--- src/rtl/shared_reg_pkg.sv ---
// Shared-register arbiter package: FSM state type and index-width helper.
package shared_reg_pkg;

    typedef enum logic [1:0] {
        IDLE    = 2'd0,
        OWN     = 2'd1,
        RELEASE = 2'd2
    } state_t;

    // Width needed to index n items, never less than one bit.
    function automatic int unsigned idx_w(input int unsigned n);
        int unsigned w;
        w = (n <= 2) ? 1 : $clog2(n);
        return w;
    endfunction

endpackage

--- src/rtl/shared_reg_arbiter_rr_picker.sv ---
// Round-robin winner selection: searches upward from last_owner+1 with wrap.
module rr_picker
    import shared_reg_pkg::*;
#(
    parameter int unsigned N_REQ = 4,
    parameter int unsigned IW    = idx_w(N_REQ)
) (
    input  logic [N_REQ-1:0] req,
    input  logic [IW-1:0]    last_owner,
    output logic [N_REQ-1:0] winner,
    output logic [IW-1:0]    win_idx
);

    logic        found;
    int unsigned cand;

    // First requesting slot after last_owner, in circular order.
    always_comb begin
        winner  = '0;
        win_idx = '0;
        found   = 1'b0;
        cand    = 0;
        for (int unsigned off = 1; off <= N_REQ; off++) begin
            cand = (32'(last_owner) + off) % N_REQ;
            if (!found && req[cand]) begin
                found        = 1'b1;
                winner[cand] = 1'b1;
                win_idx      = IW'(cand);
            end
        end
    end

endmodule

--- src/rtl/shared_reg_arbiter.sv ---
// Round-robin arbiter sharing one WIDTH-bit register among N_REQ requesters.
// Optional hold-limit preemption is enabled with `define SHARED_REG_HOLD_LIMIT_EN.
module shared_reg_arbiter
    import shared_reg_pkg::*;
#(
    parameter int unsigned N_REQ    = 4,
    parameter int unsigned WIDTH    = 8,
    parameter int unsigned MAX_HOLD = 4
) (
    input  logic                   clk,
    input  logic                   rst_n,
    input  logic [N_REQ-1:0]       req,
    input  logic [N_REQ-1:0]       wr_en,
    input  logic [N_REQ*WIDTH-1:0] wdata,
    output logic [N_REQ-1:0]       gnt,
    output logic [WIDTH-1:0]       q,
    output logic                   busy
);

    localparam int unsigned IW = idx_w(N_REQ);

    state_t           state, state_n;
    logic [N_REQ-1:0] gnt_n;
    logic [IW-1:0]    owner_idx, owner_idx_n;
    logic [IW-1:0]    last_owner, last_owner_n;
    logic [N_REQ-1:0] pick_onehot;
    logic [IW-1:0]    pick_idx;
    logic             owner_req;
    logic             do_write;

`ifdef SHARED_REG_HOLD_LIMIT_EN
    localparam int unsigned HW = idx_w(MAX_HOLD);
    logic [HW-1:0] hold_cnt, hold_cnt_n;
    logic          others_req;
`else
    logic [31:0] unused_max_hold;
    assign unused_max_hold = 32'(MAX_HOLD);
`endif

    rr_picker #(
        .N_REQ (N_REQ),
        .IW    (IW)
    ) u_picker (
        .req        (req),
        .last_owner (last_owner),
        .winner     (pick_onehot),
        .win_idx    (pick_idx)
    );

    assign owner_req = |(gnt & req);
    assign do_write  = (state == OWN) && (|(gnt & req & wr_en));
    assign busy      = (state != IDLE);

`ifdef SHARED_REG_HOLD_LIMIT_EN
    assign others_req = |(req & ~gnt);
`endif

    // Next-state, next-grant and ownership bookkeeping.
    always_comb begin
        state_n      = state;
        gnt_n        = gnt;
        owner_idx_n  = owner_idx;
        last_owner_n = last_owner;
`ifdef SHARED_REG_HOLD_LIMIT_EN
        hold_cnt_n   = hold_cnt;
`endif
        case (state)
            IDLE: begin
                gnt_n = '0;
                if (|req) begin
                    state_n     = OWN;
                    gnt_n       = pick_onehot;
                    owner_idx_n = pick_idx;
`ifdef SHARED_REG_HOLD_LIMIT_EN
                    hold_cnt_n  = '0;
`endif
                end
            end
            OWN: begin
                if (!owner_req) begin
                    state_n      = RELEASE;
                    gnt_n        = '0;
                    last_owner_n = owner_idx;
                end
`ifdef SHARED_REG_HOLD_LIMIT_EN
                else if ((hold_cnt == HW'(MAX_HOLD - 1)) && others_req) begin
                    state_n      = RELEASE;
                    gnt_n        = '0;
                    last_owner_n = owner_idx;
                end
                else if (hold_cnt != HW'(MAX_HOLD - 1)) begin
                    hold_cnt_n = hold_cnt + 1'b1;
                end
`endif
            end
            RELEASE: begin
                state_n = IDLE;
                gnt_n   = '0;
            end
            default: begin
                state_n = IDLE;
                gnt_n   = '0;
            end
        endcase
    end

    // FSM, grant and ownership registers.
    always_ff @(posedge clk or negedge rst_n) begin
        if (!rst_n) begin
            state      <= IDLE;
            gnt        <= '0;
            owner_idx  <= '0;
            last_owner <= IW'(N_REQ - 1);
`ifdef SHARED_REG_HOLD_LIMIT_EN
            hold_cnt   <= '0;
`endif
        end else begin
            state      <= state_n;
            gnt        <= gnt_n;
            owner_idx  <= owner_idx_n;
            last_owner <= last_owner_n;
`ifdef SHARED_REG_HOLD_LIMIT_EN
            hold_cnt   <= hold_cnt_n;
`endif
        end
    end

    // Shared register: loads only the current owner's slice on a qualified write.
    always_ff @(posedge clk or negedge rst_n) begin
        if (!rst_n) begin
            q <= '0;
        end else if (do_write) begin
            q <= wdata[owner_idx*WIDTH +: WIDTH];
        end
    end

endmodule

--- config.mk ---
export PLATFORM = sky130hd
export DESIGN_NAME = shared_reg_arbiter
export DESIGN_NICKNAME = d
export VERILOG_FILES = /design/src/rtl/shared_reg_pkg.sv /design/src/rtl/shared_reg_arbiter_rr_picker.sv /design/src/rtl/shared_reg_arbiter.sv
export SDC_FILE = /design/constraint.sdc
export NUM_CORES = 1
export LEC_CHECK = 0
export ABC_AREA = 1
export BUFFER_PORTS_ARGS = -buffer_cell sky130_fd_sc_hd__buf_2
export CAP_MARGIN = 10
export CELL_PAD_IN_SITES_DETAIL_PLACEMENT = 0
export CELL_PAD_IN_SITES_GLOBAL_PLACEMENT = 1
export CORE_ASPECT_RATIO = 0.75
export CORE_UTILIZATION = 38
export CTS_CLUSTER_DIAMETER = 200
export DETAILED_ROUTE_END_ITERATION = 8
export PLACE_DENSITY_LB_ADDON = 0.1
export SYNTH_ARGS = -nofsm -noshare
export SYNTH_HDL_FRONTEND = slang
export SYNTH_HIERARCHICAL = 1
export SYNTH_SLANG_ARGS = --single-unit
--- constraint.sdc ---
create_clock -name clk -period 3.88 [get_ports clk]
set_input_delay 1.164 -clock clk [delete_from_list [all_inputs] [get_ports clk]]
set_output_delay 1.164 -clock clk [all_outputs]
set_load 0.02 [all_outputs]
==> impl_metrics.csv, run 1 <==
group,metric,value,unit
floorplan,chipWidth,81.2,microns
yosys,syn_nets,322,
clocking,cts.path.max_buffers,2,
timing,timing.fmax,417,MHz
yosys,syn_avg_cell_area,6.58,sq um
global_route,globalRoute.busiestLayer,"met1",
clocking,insertion_delay,0.25,ns
timing,tightestPinTransition,0.604,ns
clocking,number_of_post_cts_setup_repair_buffers,0,
timing,max-slew-margin-rel,59.7,%
pwr,vdd_drop_max,304,uV
finish,ant_diodes,0,
finish,design.final.nets,375,
finish,most-common-layout-cells,"86 x nand2_1, 54 x buf_2, 47 x nand3_1, 46 x inv_1, 16 x dfrtp_1",
global_route,grt_start_max_net_pins,19,
global_route,global_route.overflow_total,0,
floorplan,num_io_pins,55,
setup_path,start_kind,"flop",
global_route,grtUsageMet2,24.0,%
run_status,run_status,"finished, final reports clean",
floorplan,coreArea,4490,sq um
timing,clock_skew,0.00384,ns
yosys,synth.largest_area_cell,"dfrtp_1",
clocking,clk_pin_slew,0.07,ns
floorplan,num_rows,21,
pwr,p_sw,906,uW
clocking,cts_hold_buf,0,
drt,drt.antenna.violating_nets,0,
timing,fin_setup_tns,0,ns
yosys,mappedNetlistArea,1790,sq um
place,routabilityCongestion,0.918,
setup_path,path_max_fanout,6,
floorplan,start_util,39.8,%
finish,final_util,47.5,%
drt,num_vias,1777,
global_route,grt_use_met1,30.4,%
yosys,synth.distinct_cells,27,
setup_path,cp_data_arrival_time,1.24,ns
setup_path,crit_path_end_kind,"primary output",
drt,drc,0,
pwr,netSwitchingFraction,54.6,%
pwr,cell_internal_pwr,755,uW
floorplan,dieHeight,61.4,microns
drt,totalWireLength,4340,microns
timing,finalHoldViolations,0,
pwr,power.share.combinational,66.8,%
clocking,cts_inserted_buffers,3,
timing,final_critical_path_setup_slack,1.48,ns
global_route,number_of_global_route_vias_before_repair,1377,
yosys,yosys_warnings,6,
setup_path,startpoint,"state[0]",
yosys,synth_sequential_area_ratio,25.3,%
place,detailedPlacementHpwl,3440,microns
finish,areaGrowthSynthToFinish,19.2,%
finish,most_common_cell_after_layout_fill_and_taps_aside,"nand2_1",
global_route,grt_first_pass_wirelength,6770,microns
timing,slew_violations,0,
setup_path,critical_path_required,2.72,ns
clocking,clk_root_buffer_cell,"clkbuf_8",
yosys,synthesis.instances,272,
clocking,cts_htree_levels,1,
min_path,worstHoldStart,"q[6]",
pwr,power.leakage,0.00130,uW
timing,rsz0062_at_grt,"false",
clocking,cts.sinks,18,
setup_path,r2r_start,"last_owner[0]",
timing,final_critical_period,2.40,ns
min_path,timing.hold.worst.class,"flop to flop",
drt,detailedRoute.firstPassIterationCount,4,
place,placement.setup.worst_slack,1.57,ns
clocking,cts_tree,"yes",
timing,final_min_period_over_clock_period,61.9,%
pwr,pwr-share-seq,24.2,%
finish,layout-drive-gt1-share,29.3,%
drt,wl_per_cell,11.4,microns
timing,setup_viol,0,
pwr,share_clk_of_total_power,8.9,%
setup_path,worst-setup-path-type,"flop to primary output",
yosys,synth_largest_type_area_fraction,22.4,%
pwr,power-per-cell-area,779,nW/um^2
clocking,post_cts.resized_instances,0,
yosys,synth.ff_latch_count,18,
flow_run,drv_cap,0,
drt,drtIter0Drc,97,
place,io_buffer_count,54,
drt,vias_per_cell,4.66,
finish,n_fill_cell,480,
floorplan,die-area,4990,sq um
yosys,yosys-top-cells-area,"dfrtp_1 22%, nand2_1 18%, nand3_1 13%",
global_route,groute.layer.met3.usage,2.22,%
global_route,gr-usage-all-layers,18.2,%
global_route,antenna_found_initial,0,
flip-flops by register name (all words and copies together) (netlist names):
register    flops
gnt             4
state           2
owner_idx       2
q               8
last_owner      2
critical path, stage by stage, from the launching register on:
cell	delay (ns)
dfrtp_1	0.38
nor2_1	0.37
inv_1	0.07
buf_2	0.17
cell usage after synthesis:
cell type	number
buf_6	3
nor2_4	1
o21ai_1	4
bufinv_8	1
nor2_1	10
nand2_8	1
inv_6	1
dfrtp_1	16
nand3_1	47
dfstp_2	2
o21ai_0	1
nand3_4	1
a21boi_0	4
ha_1	8
o21ai_2	1
buf_2	1
inv_1	46
inv_8	1
a21oi_1	7
nand2_2	11
nand3_2	8
nand2_1	86
nor2_2	3
buf_4	2
nor2_8	1
nand2_4	3
inv_2	2
kinds of logic (layout without fill, tap and decap cells):
logic type                 count (synthesis)  in the layout  synth area share [%]
DFF                                       18             18                  25.3
and+or+nand+nor                          172            172                  48.4
buffers and inverters                     57            109                  15.2
AOI/OAI and AO/OA                         17             17                  5.52
adders and majority gates                  8              8                  5.59
metrics by stage:
step	instances	hold slack, ns	area [sq um]	power, uW
detailed placement	377	0.454	2080	1510
global placement	377	0.451	2080	1530
global route	381	0.488	2130	1830
floorplan	272	0.496	1790	1280
CTS	381	0.471	2130	1670
finish	381	0.464	2130	1660
final timing paths:
path / endpoint / depth (start not counted) / slack [ns]
max reg2reg: gnt[3] / 11 / 1.52
min in group asynchronous: q[6] / 1 / 0.83
min reg2reg: q[6] / 2 / 0.46
max in group asynchronous: last_owner[0] / 1 / 2.73
max: busy / 3 / 1.48
min: q[6] / 2 / 0.46
routing by layer:
metal	routed length [microns]	vias up	share of wire [%]
met1	2430	765	56
met2	1650	64	38
li1	-	942	-
met5	0	-	0
met4	42	0	0.97
met3	211	6	4.9
area by class of cell:
| cell class | count | area [sq um] | area share [%] |
|---|---|---|---|
| multi-input cells | 197 | 1060 | 49.9 |
| flip-flops and latches | 18 | 453 | 21.2 |
| repair buffers | 54 | 270 | 12.7 |
| inverters | 51 | 218 | 10.2 |
| well taps | 57 | 71.3 | 3.35 |
| clock buffers | 4 | 55.1 | 2.58 |
power by group through the flow:
stage,Combinational (uW),Clock (uW),Sequential [uW]
floorplan,884,0,393
global placement,1120,0,410
detailed placement,1110,0,408
CTS,1110,154,405
global route,1240,161,422
finish,1110,148,402
No activity file was read; power rests on OpenSTA's default activity.
==> inputs of run 2 (changes only) <==
--- a/config.mk
+++ b/config.mk
@@ -11,7 +11,7 @@
 export CELL_PAD_IN_SITES_DETAIL_PLACEMENT = 0
 export CELL_PAD_IN_SITES_GLOBAL_PLACEMENT = 1
 export CORE_ASPECT_RATIO = 0.75
-export CORE_UTILIZATION = 38
+export CORE_UTILIZATION = 35
 export CTS_CLUSTER_DIAMETER = 200
 export DETAILED_ROUTE_END_ITERATION = 8
 export PLACE_DENSITY_LB_ADDON = 0.1
==> constraint.sdc (replaced) <==
create_clock -name clk -period 2.3 [get_ports clk]
set_input_delay 0.69 -clock clk [delete_from_list [all_inputs] [get_ports clk]]
set_output_delay 0.69 -clock clk [all_outputs]
set_load 0.02 [all_outputs]
==> run 2 against run 1 <==
Net effect: the flow now finishes with violations (DRC); utilization shrank 3.4 points; clock-buffer cell count is the same; global-route usage shrank 1.2 points; non-clock buffer count grew 3; sequential power grew 52%; register-to-register slack lost 1.2 ns; flip-flop and latch count is the same; largest cell class unchanged; largest power group unchanged.
==> impl_metrics.csv, run 2 (same netlist as run 1, synthesis figures left out) <==
group,metric,value,unit
run_status,run_status,"finished with violations",
run_status,violations_in_the_final_reports,"DRC",
setup_path,crit_path_end_kind,"flop",
clocking,cts_htree_levels,1,
drt,num_vias,1775,
flow_run,drv_cap,0,
clocking,insertion_delay,0.26,ns
setup_path,timing.reg2reg.worst_path_depth,11,
timing,finalHoldViolations,0,
timing,slew_violations,0,
floorplan,chipWidth,84.6,microns
pwr,netSwitchingFraction,53.8,%
floorplan,num_rows,22,
timing,final_critical_period,1.97,ns
timing,fin_setup_tns,0,ns
timing,rsz0062_at_grt,"false",
clocking,number_of_post_cts_setup_repair_buffers,0,
place,routabilityCongestion,0.876,
setup_path,worst-setup-path-type,"flop to flop",
timing,tightestPinTransition,0.606,ns
pwr,share_clk_of_total_power,9.3,%
finish,final_util,44.1,%
floorplan,die-area,5410,sq um
place,detailedPlacementHpwl,3440,microns
clocking,clk_pin_slew,0.07,ns
drt,vias_per_cell,4.59,
pwr,cell_internal_pwr,1300,uW
floorplan,num_io_pins,55,
drt,drtIter0Drc,60,
global_route,gr-usage-all-layers,17.1,%
finish,instances_no_fill,387,
drt,detailedRoute.firstPassIterationCount,6,
floorplan,dieHeight,63.9,microns
global_route,global_route.overflow_total,0,
drt,wl_per_cell,11.2,microns
drt,wl_met2,1650,microns
drt,wl_met1,2500,microns
finish,most-common-layout-cells,"86 x nand2_1, 54 x buf_2, 47 x nand3_1, 46 x inv_1, 16 x dfrtp_1",
pwr,vdd_drop_max,492,uV
finish,design.final.nets,378,
clocking,cts_inserted_buffers,3,
floorplan,start_util,36.5,%
timing,max-slew-margin-rel,59.6,%
global_route,grt_start_max_net_pins,19,
drt,totalWireLength,4320,microns
global_route,antenna_found_initial,0,
clocking,post_cts.resized_instances,0,
timing,clock_skew,0.00169,ns
setup_path,r2r_start,"last_owner[0]",
setup_path,path_max_fanout,11,
pwr,power.leakage,0.00131,uW
floorplan,coreArea,4900,sq um
finish,reg_with_most_ffs,"q",
finish,most_common_cell_after_layout_fill_and_taps_aside,"nand2_1",
global_route,grt_first_pass_wirelength,7270,microns
pwr,power-per-cell-area,1310,nW/um^2
pwr,power.share.combinational,69.0,%
timing,timing.fmax,508,MHz
clocking,cts_tree,"yes",
timing,final_min_period_over_clock_period,85.7,%
pwr,pwr-share-seq,21.7,%
setup_path,cp_data_arrival_time,2.15,ns
clocking,cts_hold_buf,0,
finish,largest_register_ff_count,8,
finish,layout-drive-gt1-share,30.0,%
place,io_buffer_count,54,
setup_path,startpoint,"last_owner[0]",
drt,top_layer,"met3",
finish,largestRegisters,"q x8, gnt x4",
place,dp_cells,383,
min_path,timing.hold.worst.class,"primary input to asynchronous set/reset pin",
timing,setup_viol,0,
drt,drc,8,
setup_path,critical_path_required,2.48,ns
setup_path,start_kind,"flop",
pwr,p_sw,1520,uW
drt,drt.antenna.violating_nets,0,
drt,met3_length,166,microns
clocking,clk_root_buffer_cell,"clkbuf_8",
clocking,cts.path.max_buffers,2,
global_route,number_of_global_route_vias_before_repair,1488,
clocking,cts.sinks,18,
finish,areaGrowthSynthToFinish,20.6,%
finish,ant_diodes,0,
==> run 2: changes by cell type in the layout (fill, tap and decap cells not counted) <==
| cell | change |
|---|---|
| buf_4 | +3 |
==> run 2: per-layer routing <==
metal,up-vias,GRT usage (%)
met2,38,23.1
li1,953,-
met3,0,3.49
met1,784,27.2
met5,-,0
met4,0,3.18
==> run 2: path summary, 6_finish.rpt <==
check | to | slack, ns
max | owner_idx[0] | 0.33
min | q[6] | 0.35
max reg2reg | owner_idx[0] | 0.33
min reg2reg | q[3] | 0.47
max in group asynchronous | last_owner[1] | 1.62
min in group clk | q[3] | 0.47
==> run 2: stage by stage <==
stage	power (uW)	area [sq um]	hold WS (ns)	setup WS [ns]
2_1_floorplan	2160	1790	0.394	0.339
3_5_place_dp	2570	2100	0.454	0.348
4_1_cts	2840	2160	0.363	0.329
5_1_grt	3130	2160	0.376	0.120
3_3_place_gp	2600	2100	0.450	0.375
6_report	2820	2160	0.355	0.330
==> run 2: power by group through the flow <==
| stage | combinational [uW] | sequential (uW) | clock, uW |
|---|---|---|---|
| 2_1_floorplan | 1490 | 664 | 0 |
| 3_5_place_dp | 1950 | 623 | 0 |
| 6_report | 1950 | 611 | 263 |
| 3_3_place_gp | 1970 | 623 | 0 |
| 4_1_cts | 1960 | 617 | 273 |
| 5_1_grt | 2200 | 638 | 289 |
==> run 2: worst max-delay path, stage by stage (launching register included) <==
cell	delay [ns]
dfstp_2	0.59
inv_8	0.07
ha_1	0.35
inv_1	0.17
nand3_1	0.09
nand2_1	0.10
nand2_1	0.09
nor2_1	0.14
nor2_1	0.05
nor2_1	0.08
nor2_1	0.05
a21oi_1	0.10
==> run 2: final cells by class <==
| cell class | instances | area [sq um] |
|---|---|---|
| repair buffers | 57 | 293 |
| well taps | 60 | 75.1 |
| flip-flops and latches | 18 | 453 |
| clock buffers | 4 | 55.1 |
| multi-input cells | 197 | 1060 |
| inverters | 51 | 218 |
| fillers | 539 | 2740 |
